File: src/rtl/drum_map_pkg.sv
// drum_map_pkg: shared drum map for the drum voice trigger.
//   NUM_DRUMS    - number of mapped drums
//   drum_idx_t   - 3-bit drum index
//   DRUM_KEY     - HID keycode that fires each drum
//   DRUM_BASE    - sample ROM base address of each drum
//   DRUM_LEN     - sample length (in ticks) of each drum
//   key_to_drum  - keycode lookup, returns valid + drum index
package drum_map_pkg;

   localparam int unsigned NUM_DRUMS = 8;

   typedef logic [2:0] drum_idx_t;

   typedef struct packed {
      logic      valid;
      drum_idx_t idx;
   } drum_lookup_t;

   localparam logic [7:0] DRUM_KEY [NUM_DRUMS] = '{
      8'd43, 8'd20, 8'd26, 8'd8, 8'd21, 8'd23, 8'd28, 8'd24
   };

   localparam logic [19:0] DRUM_BASE [NUM_DRUMS] = '{
      20'h60EE0, 20'h68FB0, 20'h71130, 20'h79230,
      20'h81380, 20'h89470, 20'h915C0, 20'h996F8
   };

   localparam logic [15:0] DRUM_LEN [NUM_DRUMS] = '{
      16'h80D0, 16'h8180, 16'h8100, 16'h8150,
      16'h80F0, 16'h8150, 16'h8138, 16'h8000
   };

   // Keycode 0 (empty slot) never matches since no drum uses it.
   function automatic drum_lookup_t key_to_drum(input logic [7:0] key);
      drum_lookup_t res;
      res = '0;
      for (int i = 0; i < NUM_DRUMS; i++) begin
         if (key == DRUM_KEY[i]) begin
            res.valid = 1'b1;
            res.idx   = drum_idx_t'(i);
         end
      end
      return res;
   endfunction

endpackage

File: src/rtl/drum_voice_trigger_if.sv
// drum_voice_trigger_if: report input and per-voice playback outputs.
//   keycodes     - HID report, KEYS slots of KEY_W bits, 0 = empty
//   sample_tick  - one-cycle strobe per audio sample
//   voice_addr   - ROM address per voice (VOICES*ADDR_W)
//   voice_active - voice playing
//   voice_drum   - drum index per voice (VOICES*3)
//   voice_trig   - one-cycle pulse on voice (re)start
//   drop_pulse   - one-cycle pulse when a hit is discarded
// master: report source / sample consumer; slave: the trigger block.
interface drum_voice_trigger_if #(
   parameter int unsigned KEYS   = 6,
   parameter int unsigned KEY_W  = 8,
   parameter int unsigned VOICES = 4,
   parameter int unsigned ADDR_W = 20
);

   logic [KEYS*KEY_W-1:0]   keycodes;
   logic                    sample_tick;
   logic [VOICES*ADDR_W-1:0] voice_addr;
   logic [VOICES-1:0]       voice_active;
   logic [VOICES*3-1:0]     voice_drum;
   logic [VOICES-1:0]       voice_trig;
   logic                    drop_pulse;

   modport master (
      output keycodes, sample_tick,
      input  voice_addr, voice_active, voice_drum, voice_trig, drop_pulse
   );

   modport slave (
      input  keycodes, sample_tick,
      output voice_addr, voice_active, voice_drum, voice_trig, drop_pulse
   );

endinterface

File: src/rtl/drum_voice.sv
// drum_voice: one playback voice. A load starts the sample at load_base for
// load_len ticks; each tick while playing advances the address until the last
// sample, after which the voice goes idle and the address holds.
//   clk, rst_n  - clock, asynchronous active-low reset
//   load        - start/restart with load_base/load_len/load_drum
//   tick        - audio sample strobe
//   addr        - current ROM address
//   active      - voice playing
//   drum        - drum index last loaded
//   trig        - one-cycle pulse after a load
module drum_voice
   import drum_map_pkg::*;
#(
   parameter int unsigned ADDR_W = 20,
   parameter int unsigned LEN_W  = 16
) (
   input  logic              clk,
   input  logic              rst_n,
   input  logic              load,
   input  logic              tick,
   input  logic [ADDR_W-1:0] load_base,
   input  logic [LEN_W-1:0]  load_len,
   input  drum_idx_t         load_drum,
   output logic [ADDR_W-1:0] addr,
   output logic              active,
   output drum_idx_t         drum,
   output logic              trig
);

   typedef enum logic [0:0] {StIdle, StPlay} state_t;

   state_t            state_q, state_d;
   logic [ADDR_W-1:0] addr_q, addr_d;
   logic [LEN_W-1:0]  remain_q, remain_d;
   drum_idx_t         drum_q, drum_d;
   logic              trig_q, trig_d;

   always_ff @(posedge clk or negedge rst_n) begin
      if (!rst_n) begin
         state_q  <= StIdle;
         addr_q   <= '0;
         remain_q <= '0;
         drum_q   <= '0;
         trig_q   <= 1'b0;
      end else begin
         state_q  <= state_d;
         addr_q   <= addr_d;
         remain_q <= remain_d;
         drum_q   <= drum_d;
         trig_q   <= trig_d;
      end
   end

   always_comb begin
      state_d  = state_q;
      addr_d   = addr_q;
      remain_d = remain_q;
      drum_d   = drum_q;
      trig_d   = 1'b0;
      case (state_q)
         StIdle: ;
         StPlay: begin
            if (tick) begin
               if (remain_q == LEN_W'(1)) begin
                  state_d = StIdle;
               end else begin
                  addr_d   = addr_q + 1'b1;
                  remain_d = remain_q - 1'b1;
               end
            end
         end
         default: state_d = StIdle;
      endcase
      // A load overrides any tick in the same cycle.
      if (load) begin
         state_d  = StPlay;
         addr_d   = load_base;
         remain_d = load_len;
         drum_d   = load_drum;
         trig_d   = 1'b1;
      end
   end

   assign addr   = addr_q;
   assign active = (state_q == StPlay);
   assign drum   = drum_q;
   assign trig   = trig_q;

endmodule

File: src/rtl/drum_voice_trigger.sv
// drum_voice_trigger: turns HID reports into one-shot drum hits and assigns
// each hit to a playback voice. New presses latch into a pending mask; one
// pending drum (lowest index) is serviced per cycle and loaded into a voice:
// the voice already playing that drum, else the lowest idle voice, else the
// full-voice policy.
// Build option: DRUM_VOICE_STEAL_EN - when defined, a hit with all voices busy
// steals the voice at a round-robin pointer; otherwise the hit is dropped and
// drop_pulse fires.
//   clk, rst_n - clock, asynchronous active-low reset
//   bus        - drum_voice_trigger_if slave (report in, voice state out)
module drum_voice_trigger
   import drum_map_pkg::*;
#(
   parameter int unsigned KEYS   = 6,
   parameter int unsigned KEY_W  = 8,
   parameter int unsigned VOICES = 4,
   parameter int unsigned ADDR_W = 20,
   parameter int unsigned LEN_W  = 16
) (
   input logic                 clk,
   input logic                 rst_n,
   drum_voice_trigger_if.slave bus
);

   localparam int unsigned VidxW = (VOICES > 1) ? $clog2(VOICES) : 1;

   logic [KEYS*KEY_W-1:0] prev_keys_q;
   logic [NUM_DRUMS-1:0]  now_mask, prev_mask, new_press;
   logic [NUM_DRUMS-1:0]  pending_q, pending_d, srv_clr;
   drum_lookup_t          lk_now, lk_prev;

   logic                  srv_valid;
   drum_idx_t             srv_drum;
   logic [ADDR_W-1:0]     srv_base;
   logic [LEN_W-1:0]      srv_len;

   logic                  hit_found, idle_found;
   logic [VidxW-1:0]      hit_idx, idle_idx;
   logic [VOICES-1:0]     load;
   logic                  drop, drop_q;

   logic [VOICES-1:0]     voice_active_int;
   logic [VOICES-1:0]     voice_trig_int;
   drum_idx_t             voice_drum_int [VOICES];
   logic [ADDR_W-1:0]     voice_addr_int [VOICES];

`ifdef DRUM_VOICE_STEAL_EN
   localparam int unsigned PtrW = VidxW;
   logic [PtrW-1:0] steal_ptr_q, steal_ptr_d;
`endif

   // Drum presence in this report vs. last; duplicate slots fold into one bit.
   always_comb begin
      now_mask  = '0;
      prev_mask = '0;
      lk_now    = '0;
      lk_prev   = '0;
      for (int s = 0; s < KEYS; s++) begin
         lk_now  = key_to_drum(8'(bus.keycodes[s*KEY_W +: KEY_W]));
         lk_prev = key_to_drum(8'(prev_keys_q[s*KEY_W +: KEY_W]));
         if (lk_now.valid)  now_mask[lk_now.idx]   = 1'b1;
         if (lk_prev.valid) prev_mask[lk_prev.idx] = 1'b1;
      end
      new_press = now_mask & ~prev_mask;
   end

   // Lowest-index pending drum wins.
   always_comb begin
      srv_valid = 1'b0;
      srv_drum  = '0;
      for (int d = NUM_DRUMS - 1; d >= 0; d--) begin
         if (pending_q[d]) begin
            srv_valid = 1'b1;
            srv_drum  = drum_idx_t'(d);
         end
      end
      srv_base = ADDR_W'(DRUM_BASE[srv_drum]);
      srv_len  = LEN_W'(DRUM_LEN[srv_drum]);
      srv_clr  = '0;
      srv_clr[srv_drum] = srv_valid;
      // A fresh press of the serviced drum re-sets its bit.
      pending_d = (pending_q & ~srv_clr) | new_press;
   end

   // Voice allocation.
   always_comb begin
      hit_found  = 1'b0;
      hit_idx    = '0;
      idle_found = 1'b0;
      idle_idx   = '0;
      for (int v = VOICES - 1; v >= 0; v--) begin
         if (voice_active_int[v] && (voice_drum_int[v] == srv_drum)) begin
            hit_found = 1'b1;
            hit_idx   = VidxW'(v);
         end
         if (!voice_active_int[v]) begin
            idle_found = 1'b1;
            idle_idx   = VidxW'(v);
         end
      end
      load = '0;
      drop = 1'b0;
`ifdef DRUM_VOICE_STEAL_EN
      steal_ptr_d = steal_ptr_q;
`endif
      if (srv_valid) begin
         if (hit_found) begin
            load[hit_idx] = 1'b1;
         end else if (idle_found) begin
            load[idle_idx] = 1'b1;
         end else begin
`ifdef DRUM_VOICE_STEAL_EN
            load[steal_ptr_q] = 1'b1;
            if (steal_ptr_q == PtrW'(VOICES - 1)) steal_ptr_d = '0;
            else                                   steal_ptr_d = steal_ptr_q + 1'b1;
`else
            drop = 1'b1;
`endif
         end
      end
   end

   always_ff @(posedge clk or negedge rst_n) begin
      if (!rst_n) begin
         prev_keys_q <= '0;
         pending_q   <= '0;
         drop_q      <= 1'b0;
      end else begin
         prev_keys_q <= bus.keycodes;
         pending_q   <= pending_d;
         drop_q      <= drop;
      end
   end

`ifdef DRUM_VOICE_STEAL_EN
   always_ff @(posedge clk or negedge rst_n) begin
      if (!rst_n) steal_ptr_q <= '0;
      else        steal_ptr_q <= steal_ptr_d;
   end
`endif

   for (genvar v = 0; v < VOICES; v++) begin : g_voice
      drum_voice #(
         .ADDR_W (ADDR_W),
         .LEN_W  (LEN_W)
      ) u_voice (
         .clk       (clk),
         .rst_n     (rst_n),
         .load      (load[v]),
         .tick      (bus.sample_tick),
         .load_base (srv_base),
         .load_len  (srv_len),
         .load_drum (srv_drum),
         .addr      (voice_addr_int[v]),
         .active    (voice_active_int[v]),
         .drum      (voice_drum_int[v]),
         .trig      (voice_trig_int[v])
      );
      assign bus.voice_addr[v*ADDR_W +: ADDR_W] = voice_addr_int[v];
      assign bus.voice_drum[v*3 +: 3]           = voice_drum_int[v];
   end

   assign bus.voice_active = voice_active_int;
   assign bus.voice_trig   = voice_trig_int;
   assign bus.drop_pulse   = drop_q;

endmodule

File: src/flat_wrapper.sv
// flat-port wrapper written by rule: the top's interface ports become plain ports
module drum_voice_trigger_flat import drum_map_pkg::*;
#(
   parameter int unsigned KEYS   = 6,
   parameter int unsigned KEY_W  = 8,
   parameter int unsigned VOICES = 4,
   parameter int unsigned ADDR_W = 20,
   parameter int unsigned LEN_W  = 16
)
  (clk, rst_n, bus_keycodes, bus_sample_tick, bus_voice_addr, bus_voice_active, bus_voice_drum, bus_voice_trig, bus_drop_pulse);
  drum_voice_trigger_if #(.KEYS(KEYS), .KEY_W(KEY_W), .VOICES(VOICES), .ADDR_W(ADDR_W)) bus_i ();
  input logic clk;
  input logic rst_n;
  input wire logic [$bits(bus_i.keycodes)-1:0] bus_keycodes;
  input wire logic [$bits(bus_i.sample_tick)-1:0] bus_sample_tick;
  output wire logic [$bits(bus_i.voice_addr)-1:0] bus_voice_addr;
  output wire logic [$bits(bus_i.voice_active)-1:0] bus_voice_active;
  output wire logic [$bits(bus_i.voice_drum)-1:0] bus_voice_drum;
  output wire logic [$bits(bus_i.voice_trig)-1:0] bus_voice_trig;
  output wire logic [$bits(bus_i.drop_pulse)-1:0] bus_drop_pulse;
  assign bus_i.keycodes = bus_keycodes;
  assign bus_i.sample_tick = bus_sample_tick;
  assign bus_voice_addr = bus_i.voice_addr;
  assign bus_voice_active = bus_i.voice_active;
  assign bus_voice_drum = bus_i.voice_drum;
  assign bus_voice_trig = bus_i.voice_trig;
  assign bus_drop_pulse = bus_i.drop_pulse;
  drum_voice_trigger #(.KEYS(KEYS), .KEY_W(KEY_W), .VOICES(VOICES), .ADDR_W(ADDR_W), .LEN_W(LEN_W)) u_core (.clk(clk), .rst_n(rst_n), .bus(bus_i));
endmodule
File: config.mk
export PLATFORM = sky130hd
export DESIGN_NAME = drum_voice_trigger_flat
export DESIGN_NICKNAME = d
export VERILOG_FILES = /design/src/rtl/drum_map_pkg.sv /design/src/rtl/drum_voice_trigger_if.sv /design/src/rtl/drum_voice.sv /design/src/rtl/drum_voice_trigger.sv /design/src/flat_wrapper.sv
export SDC_FILE = /design/constraint.sdc
export NUM_CORES = 1
export LEC_CHECK = 0
export ABC_CLOCK_PERIOD_IN_PS = 3800
export BUFFER_PORTS_ARGS = -buffer_cell sky130_fd_sc_hd__buf_2
export CORE_UTILIZATION = 59
export CTS_CLUSTER_SIZE = 25
export DETAILED_ROUTE_END_ITERATION = 6
export HOLD_SLACK_MARGIN = 0.06
export PLACE_DENSITY_LB_ADDON = 0.12
export RECOVER_POWER = 50
export SYNTH_ARGS = -nofsm -noshare
export SYNTH_HDL_FRONTEND = slang
export SYNTH_SLANG_ARGS = --single-unit
File: constraint.sdc
create_clock -name clk -period 3.8 [get_ports clk]
set_input_delay 0.76 -clock clk [delete_from_list [all_inputs] [get_ports clk]]
set_output_delay 0.76 -clock clk [all_outputs]
set_load 0.005 [all_outputs]
# [Word-level counts from Yosys, hierarchy flattened]
# Memory sizes are Yosys's and may differ from the RTL's.
# Cells that the tools add are included.
[totals] register_bits=221 rom_bits=288 mem_count=2
[mem_list] name="(no name shown)" words=8 word_bits=20 rd=1 rd_clocked_by_memory_dff=0 write_ports=0 line_no="drum_voice_trigger.sv:77" text="srv_base = ADDR_W'(DRUM_BASE[srv_drum]);"
[mem_list] name="(no name shown)" words=8 word_bits=16 rd=1 rd_clocked_by_memory_dff=0 write_ports=0 line_no="drum_voice_trigger.sv:78" text="srv_len = LEN_W'(DRUM_LEN[srv_drum]);"
[op_classes] n_mux=232 bitwise=17 eq_ne=108 n_lt_le_gt_ge=31 n_addsub=8 reduce_logical=31
[op_table] op="$eq 8x5->1 const B" count=72
[op_table] op="$mux 4" count=99
[op_table] op="$mux 20" count=18
[op_table] op="$mux 16" count=18
[op_table] op="$eq 8x4->1 const B" count=12
[op_table] op="$eq 8x6->1 const B" count=12
[op_table] op="$mux 8" count=12
[op_table] op="$or 8x8->8" count=11
[op_table] op="$add 20x1->20 const B" count=4
[op_table] op="$eq 16x1->1 const B" count=4
[op_table] op="$sub 16x1->16 const B" count=4
[op_table] op="$mux 1" count=54
[op_table] op="$lt 3x4->1 const B" count=13
[op_table] op="$demux 1 s3" count=13
[op_table] op="$ge 3x1->1 const B" count=13
[op_table] op="$and 8x8->8" count=3
[op_table] op="$mux 3" count=8
[op_table] op="$logic_and 1x1->1" count=19
[op_table] op="$mux 2" count=8
[op_table] op="$not 8->8" count=2
[op_table] op="$reduce_bool 2->1" count=8
[op_table] op="$eq 3x3->1" count=4
[op_table] op="$reduce_and 3->1" count=4
[op_table] op="$ne 2x1->1 const B" count=4
[op_table] op="5 further kinds" count=8

# [Logic depth before layout (Yosys ltp)]
# Gate-level depths: netlist (run 1).
[logic_depth] ltp_word=27 depth_mapped=13 mapped_depth_nobuf=9

# [Modules after synthesis]
# Synthesis (run 1) repeated with hierarchy kept, for this count alone.
[hier_totals] cells_unflattened=1411 hier_area_um2=13131.3
[modules_own_cells] mod="drum_voice" area_each_um2=2419.8 seq_area_each_um2=1026.0 cells_per_inst=257 instances=4
[modules_own_cells] mod="drum_voice_trigger" area_each_um2=3452.1 seq_area_each_um2=1426.4 cells_per_inst=383 instances=1

# [Least setup slack after synthesis (run 1)]
# No wires, ideal clock.
[synth_path] path_type="reg-to-reg" startpoint="register u_core.pending_q[3]" endpoint="register u_core.g_voice[3].u_voice.drum_q[1]" setup_ns=0.125 period_less_slack_ns=2.699 arrival_ns=2.574 t_required_ns=3.675 stages_incl_launch_ff=12 path_buffers=3 path_slack_ns=1.101 path_cell_list="dfrtp_1 > or4_4 > buf_6 > buf_6 > o21ai_1 > and3b_1 > o2111a_2 > nor2_1 > or3b_1 > buf_6 > inv_4 > mux2_4"
[synth_between] elab_chain_cells=16 word_cells_on_any_way=31
[synth_rtl] item="start: declaration" line_no="drum_voice_trigger.sv:29" text="logic [NUM_DRUMS-1:0] pending_q, pending_d, srv_clr;"
[synth_rtl] item="start signal: assignment" line_no="drum_voice_trigger.sv:130" text="pending_q <= pending_d;"
[synth_rtl] item="$mux 3 (4 in a row)" line_no="drum_voice_trigger.sv:72" text="if (pending_q[d]) begin"
[synth_rtl] item="$eq 3x3->1" line_no="drum_voice_trigger.sv:92" text="if (voice_active_int[v] && (voice_drum_int[v] == srv_drum)) begin"
[synth_rtl] item="$logic_and 1x1->1" line_no="drum_voice_trigger.sv:92"
[synth_rtl] item="$mux 2 (4 in a row)" line_no="drum_voice_trigger.sv:92"
[synth_rtl] item="$lt 2x3->1 (not written as such) / $ge 2x1->1 (equally long branches)" line_no="drum_voice_trigger.sv:108" text="load[hit_idx] = 1'b1;"
[synth_rtl] item="$logic_and 1x1->1 (not written as such)" line_no="drum_voice_trigger.sv:108"
[synth_rtl] item="$mux 1 (not written as such)" line_no="drum_voice_trigger.sv:108"
[synth_rtl] item="$demux 1 s2"
[synth_rtl] item="$mux 4" line_no="drum_voice_trigger.sv:107" text="if (hit_found) begin"
[synth_rtl] item="$mux 4" line_no="drum_voice_trigger.sv:106" text="if (srv_valid) begin"
[synth_rtl] item="end signal: assignment" line_no="drum_voice.sv:49" text="drum_q <= drum_d;"
[synth_rtl] item="end: declaration" line_no="drum_voice.sv:35" text="drum_idx_t drum_q, drum_d;"
# Parallel ways exist; a longest one is shown, timed or not.
# A chain may end at the register's enable or synchronous reset.

# [Worst setup path after layout (run 1)]
[layout_path] startpoint="register u_core.pending_q[2]" endpoint="register u_core.g_voice[2].u_voice.drum_q[2]"
[layout_between] elab_chain_cells=15 word_cells_on_any_way=29
[layout_rtl] item="$mux 3 (3 in a row)" line_no="drum_voice_trigger.sv:72"
[layout_rtl] item="$eq 3x3->1" line_no="drum_voice_trigger.sv:92"
[layout_rtl] item="$logic_and 1x1->1" line_no="drum_voice_trigger.sv:92"
[layout_rtl] item="$mux 2 (4 in a row)" line_no="drum_voice_trigger.sv:92"
[layout_rtl] item="$lt 2x3->1 (not written as such) / $ge 2x1->1 (equally long branches)" line_no="drum_voice_trigger.sv:108"
[layout_rtl] item="$logic_and 1x1->1 (not written as such)" line_no="drum_voice_trigger.sv:108"
[layout_rtl] item="$mux 1 (not written as such)" line_no="drum_voice_trigger.sv:108"
[layout_rtl] item="$demux 1 s2"
[layout_rtl] item="$mux 4" line_no="drum_voice_trigger.sv:107"
[layout_rtl] item="$mux 4" line_no="drum_voice_trigger.sv:106"
[layout_rtl] item="end signal: assignment" line_no="drum_voice.sv:49"
[layout_rtl] item="end: declaration" line_no="drum_voice.sv:35"
# Parallel ways exist; a longest one is shown, timed or not.

==> results.json, run 1 <==
{
  "grt_overflow_total": 0,
  "grt_pass1_vias": 9485,
  "p_int_uw": 6129,
  "start_kind": "flip-flop",
  "netlist.area_leader.share": 0.4551,
  "clockRootBuffer": "clkbuf_16",
  "avgSynthCellArea_sq_um": 9.993,
  "synth_adder_area_share": 0.01853,
  "clkLatencyLatePin_ns": 0.52,
  "wl_per_cell_microns": 19.24,
  "synth_flop_cell": "dfrtp_1",
  "clk_path_buf_depth": 3,
  "cts_tree": "built",
  "start_util": 0.6005,
  "numCtsBuffers": 25,
  "synth_compound_area_frac": 0.07393,
  "yosys.area.top_type": "dfrtp_1",
  "grt_usage": 0.3018,
  "seqPwrFrac": 0.384,
  "die_w_microns": 145.5,
  "netlist_instances": 1216,
  "post-cts-setup-buffers": 0,
  "peakVddDrop_mv": 0.3580,
  "placementRows": 52,
  "ys_seq_elements": 221,
  "firstDrtPassIters": 5,
  "hold_path_class": "in -> reg",
  "multi_input_comb_area_sq_um": 6157,
  "clkTransAtPathRegs_ns": 0.06,
  "io_buffers": 151,
  "antennaDiodeCount": 0,
  "grt_pass1_wl_microns": 50720,
  "register_area_sq_um": 5530,
  "post_synth_num_cell_types": 81,
  "syn_area_sq_um": 12150,
  "drt-initial-drc-count": 599,
  "timing.setup.tns_ns": 0,
  "slew_viol_final": 95,
  "yosys.area_share.simple": 0.2499,
  "maxCapViolCount": 1,
  "worstPathMaxFanout": 41,
  "ys_seq_area_frac": 0.4551,
  "ant_nets": 0,
  "violations": "max-capacitance violations, max-slew violations",
  "p_sw_uw": 3787,
  "synth_xor_area_frac": 0.09215,
  "routed-via-count": 9924,
  "cp.arrival_ns": 3.74,
  "gp_congestion": 0.9236,
  "synth_top_family_by_area": "simple AND/OR/NAND/NOR gates",
  "timing.final.crit_share": 0.8784,
  "async_flop_share": 1.000,
  "post-synth-top-count-cell": "dfrtp_1",
  "worst-slew-pin-transition_ns": 2.458,
  "fin_util": 0.6860,
  "synth_area_leaders": "dfrtp_1 46%, mux2i_1 6.6%, xnor2_1 5.0%, nor2_1 4.1%, xor2_1 4.1%",
  "final.setup_skew_ns": 0.01681,
  "min_period_ns": 3.338,
  "p_clk_frac": 0.253,
  "ys_warn_count": 0,
  "cts_sinks": 221,
  "slew_headroom": -0.6390,
  "drc_errors": 0,
  "endpoint_kind": "flip-flop",
  "cp.required_ns": 4.20,
  "drive_gt1_frac": 0.1445,
  "htree_levels": 1,
  "dp_hpwl_microns": 23370,
  "status": "complete, but fails checks",
  "coreArea_sq_um": 20230,
  "synth_edf_count": 0,
  "synth_mux_area_frac": 0.07208,
  "grt_max_degree": 97,
  "wl_microns": 31830,
  "static-leakage-power_uw": 0.005883,
  "yosys-top-cells-count": "221 x dfrtp_1, 134 x nor2_1, 89 x nand2_1, 80 x mux2i_1, 69 x xnor2_1",
  "die_y_microns": 145.5,
  "syn-num-nets": 1285,
  "crit_type": "reg -> reg",
  "viasPerCell": 6.000,
  "hold_buffers": 0,
  "p_sw_frac": 0.3819,
  "boundaryPins": 152,
  "final_nets": 1436,
  "area_growth_pct": 14.23,
  "pwr-share-comb": 0.363,
  "setup_viol": 0,
  "hold_violations": 0,
  "die_area_sq_um": 21170,
  "num-fill-cells": 1638,
  "rsz0062_at_grt": "false",
  "fmax_ghz": 0.2996,
  "cts_resized": 0,
  "antenna_found_initial": 0,
  "power_density_nw_per_um2": 714.4
}
==> power groups by stage <==
stage / sequential, uW / clock (uW) / combinational, uW
2_1_floorplan: 3690 / 0 / 2400
3_3_place_gp: 3800 / 0 / 3490
3_5_place_dp: 3820 / 0 / 3580
4_1_cts: 3800 / 2540 / 3620
5_1_grt: 3900 / 2630 / 3930
6_report: 3810 / 2510 / 3600
==> layout make-up <==
type / count / share of cell area
Clock inverter: 8 / 0.01010
Timing Repair Buffer: 171 / 0.06436
Sequential cell: 221 / 0.3984
Inverter: 30 / 0.008293
Tap cell: 270 / 0.02434
Clock buffer: 36 / 0.05093
Multi-Input combinational cell: 918 / 0.4436
==> stage by stage <==
stage          area [sq um]  worst slack (ns)  total power (uW)  hold slack, ns  instances
5_1_grt               13880            0.2732             10450          0.3652       1654
6_report              13880            0.4622              9916          0.3684       1654
3_5_place_dp          13110            0.5058              7403          0.4955       1610
2_1_floorplan         12150             1.101              6092          0.4644       1216
4_1_cts               13950            0.4765              9948          0.3073       1654
3_3_place_gp          13110            0.5237              7286          0.4987       1610
==> sequential cells by signal, indices dropped and copies added, names as in the netlist <==
| register | flops |
|---|---|
| u_core.g_voice.u_voice.addr | 80 |
| u_core.g_voice.u_voice.remain_q | 64 |
| u_core.prev_keys_q | 48 |
| u_core.g_voice.u_voice.drum | 12 |
| u_core.pending_q | 8 |
| u_core.g_voice.u_voice.active | 4 |
| u_core.g_voice.u_voice.trig | 4 |
| u_core.bus.drop_pulse | 1 |
==> critical path, cell delays in order, from the launching register on <==
cell and delay (ns):
dfrtp_1 0.44, or4_4 0.66, o21ai_0 0.20, and3b_1 0.17
o2111a_1 0.40, o21a_2 0.92, mux2_2 0.42
==> cell usage in the layout, fill, tap and decap left out, types with 27 or more instances in the layout <==
cell type,count
buf_2,102
clkbuf_1,55
dfrtp_1,221
inv_1,28
mux2i_1,80
nand2_1,89
nand3_1,56
nand4_1,42
nor2_1,134
nor3_1,57
nor4_1,27
o21ai_0,27
xnor2_1,69
xor2_1,57
==> per-layer routing <==
metal  wire length (microns)  global-route usage  share of wire  vias to the layer above
met3                    1540             0.03950          0.048                       66
met2                   15170              0.4940           0.48                      307
li1                        -                   -              -                     4673
met4                     959             0.09737          0.030                        0
met1                   14150              0.4190           0.44                     4878
met5                       0                   0              0                        -
==> logic make-up after synthesis <==
group | after synthesis
adders and majority gates | 18
DFF | 221
AOI/OAI and AO/OA | 127
xor gates and xnor gates | 127
and+or+nand+nor | 560
muxes | 86
buffers and inverters | 77
==> final timing paths <==
kind                                                   startpoint                                     end  slack (ns)  depth (start not counted)
hold / removal                                   bus_keycodes[31]                  u_core.prev_keys_q[31]        0.37                          1
setup reg to reg                              u_core.pending_q[2]       u_core.g_voice[2].u_voice.drum[2]        0.46                          6
max in group asynchronous                                   rst_n  u_core.g_voice[1].u_voice.remain_q[11]        1.14                          2
hold reg to reg            u_core.g_voice[2].u_voice.remain_q[15]  u_core.g_voice[2].u_voice.remain_q[15]        0.51                          2
min in group asynchronous                                   rst_n          u_core.g_voice[2].u_voice.trig        0.98                          1
setup / recovery                              u_core.pending_q[2]       u_core.g_voice[2].u_voice.drum[2]        0.46                          6
Note: power is estimated with default switching activity, not from simulation.
==> run 2: changes to the inputs <==
--- a/config.mk
+++ b/config.mk
@@ -10,9 +10,10 @@
 export CORE_UTILIZATION = 59
 export CTS_CLUSTER_SIZE = 25
 export DETAILED_ROUTE_END_ITERATION = 6
+export GPL_ROUTABILITY_DRIVEN = 0
 export HOLD_SLACK_MARGIN = 0.06
 export PLACE_DENSITY_LB_ADDON = 0.12
-export RECOVER_POWER = 50
+export RECOVER_POWER = 100
 export SYNTH_ARGS = -nofsm -noshare
 export SYNTH_HDL_FRONTEND = slang
 export SYNTH_SLANG_ARGS = --single-unit
==> results.json, run 2 (synthesis gave the netlist of run 1 again) <==
{
  "status": "complete, but fails checks",
  "violations": "max-capacitance violations, max-slew violations",
  "reg2reg_from": "u_core.pending_q[0]",
  "peakVddDrop_mv": 0.3350,
  "worstRegToRegCells": 7,
  "slew_headroom": -0.6863,
  "cp.arrival_ns": 3.82,
  "crit_type": "reg -> reg",
  "fmax_ghz": 0.2929,
  "worstPathMaxFanout": 41,
  "whs_endpoint": "u_core.prev_keys_q[30]",
  "boundaryPins": 152,
  "maxCapViolCount": 1,
  "htree_levels": 1,
  "cts_sinks": 221,
  "grt_pass1_wl_microns": 50480,
  "timing.final.crit_share": 0.8986,
  "p_clk_frac": 0.258,
  "fin_util": 0.6830,
  "hold_buffers": 0,
  "coreArea_sq_um": 20230,
  "clk_path_buf_depth": 3,
  "io_buffers": 151,
  "r2r_end": "u_core.g_voice[2].u_voice.drum[2]",
  "antenna_found_initial": 0,
  "cts_resized": 0,
  "p_int_uw": 6103,
  "die_area_sq_um": 21170,
  "worst-slew-pin-transition_ns": 2.529,
  "antennaDiodeCount": 0,
  "static-leakage-power_uw": 0.005802,
  "viasPerCell": 6.018,
  "setup_viol": 0,
  "clockRootBuffer": "clkbuf_16",
  "num-fill-cells": 1656,
  "final_nets": 1434,
  "place_inst": 1608,
  "die_w_microns": 145.5,
  "cts_tree": "built",
  "grt_overflow_total": 0,
  "grt_pass1_vias": 9510,
  "r2r_slack_ns": 0.39,
  "layout.cells.most_common": "dfrtp_1",
  "routed-via-count": 9953,
  "p_sw_uw": 3795,
  "wl_per_cell_microns": 18.93,
  "numCtsBuffers": 25,
  "post-cts-setup-buffers": 0,
  "cp.required_ns": 4.21,
  "finalNonFillerCells": 1654,
  "seqPwrFrac": 0.385,
  "final_cell_mix": "221 x dfrtp_1, 137 x nor2_1, 89 x nand2_1",
  "slew_viol_final": 98,
  "final.setup_skew_ns": 0.01951,
  "dp_hpwl_microns": 22700,
  "power_density_nw_per_um2": 716.1,
  "rsz0062_at_grt": "false",
  "drive_gt1_frac": 0.1171,
  "worstHoldStart": "bus_keycodes[30]",
  "hold_violations": 0,
  "drt-initial-drc-count": 580,
  "min_path_cells": 1,
  "endpoint_kind": "flip-flop",
  "largest_register_ffs": 80,
  "min_period_ns": 3.415,
  "ant_nets": 0,
  "grt_usage": 0.2991,
  "p_sw_frac": 0.3834,
  "clkLatencyLatePin_ns": 0.53,
  "drc_errors": 0,
  "clkTransAtPathRegs_ns": 0.06,
  "wl_microns": 31310,
  "die_y_microns": 145.5,
  "timing.setup.tns_ns": 0,
  "pwr-share-comb": 0.357,
  "firstDrtPassIters": 5,
  "grt_max_degree": 100,
  "start_util": 0.6005,
  "start_kind": "flip-flop",
  "placementRows": 52,
  "hold_path_class": "in -> reg",
  "area_growth_pct": 13.74
}
run 2: cell count changes in the layout (fill, tap and decap cells not counted), moves of 2 or more:
cell	delta
buf_2	-33
clkbuf_1	+29
clkbuf_8	+5
buf_4	-3
nor2_1	+3
nor2_4	-3
a211oi_1	+2
a211oi_2	-2
mux2_1	+2
mux2_4	-2
run 2: cell type report:
cell class	count	area [sq um]	share of cell area
Clock buffer	37	760.7	0.05504
Clock inverter	9	130.1	0.009415
Inverter	30	115.1	0.008329
Multi-Input combinational cell	918	6112	0.4422
Sequential cell	221	5530	0.4001
Tap cell	270	337.8	0.02444
Timing Repair Buffer	169	834.6	0.06038
run 2: worst max path at each step:
stage                   startpoint                                end  slack (ns)  depth (start not counted)
2_1_floorplan  u_core.pending_q[3]  u_core.g_voice[3].u_voice.drum[1]        1.10                         11
3_3_place_gp   u_core.pending_q[2]  u_core.g_voice[2].u_voice.drum[2]        0.52                          6
3_5_place_dp   u_core.pending_q[2]  u_core.g_voice[2].u_voice.drum[1]        0.41                          7
4_1_cts        u_core.pending_q[2]  u_core.g_voice[2].u_voice.drum[1]        0.41                          7
5_1_grt        u_core.pending_q[1]  u_core.g_voice[2].u_voice.drum[2]        0.12                          7
6_report       u_core.pending_q[0]  u_core.g_voice[2].u_voice.drum[2]        0.39                          7
run 2: stage by stage:
stage	setup slack (ns)	area (sq um)	hold slack [ns]	total power [uW]
6_report	0.3853	13820	0.3507	9897
5_1_grt	0.1247	13820	0.3421	10460
4_1_cts	0.4076	13980	0.3020	9990
3_5_place_dp	0.4108	13090	0.4979	7392
3_3_place_gp	0.5197	13090	0.4963	7280
2_1_floorplan	1.101	12150	0.4644	6092
run 2: worst max-delay path, stage by stage (launching register included):
cell      delay (ns)
dfrtp_1         0.44
or2_2           0.41
or4_1           0.53
nand4_1         0.14
nor4_2          0.10
a211oi_1        0.32
o21a_2          0.94
mux2_2          0.42
run 2: power groups by stage:
stage	Clock, uW	Combinational [uW]	Sequential (uW)
2_1_floorplan	0	2400	3690
3_3_place_gp	0	3480	3800
3_5_place_dp	0	3580	3820
4_1_cts	2590	3610	3800
5_1_grt	2690	3860	3910
6_report	2560	3530	3810
run 2: routing by layer:
layer	vias up	wire length [microns]	share of wire	track usage
met5	-	0	0	0
met4	0	1232	0.039	0.1279
met3	76	1903	0.061	0.04201
met2	341	14460	0.46	0.4757
met1	4876	13710	0.44	0.4125
li1	4660	-	-	-
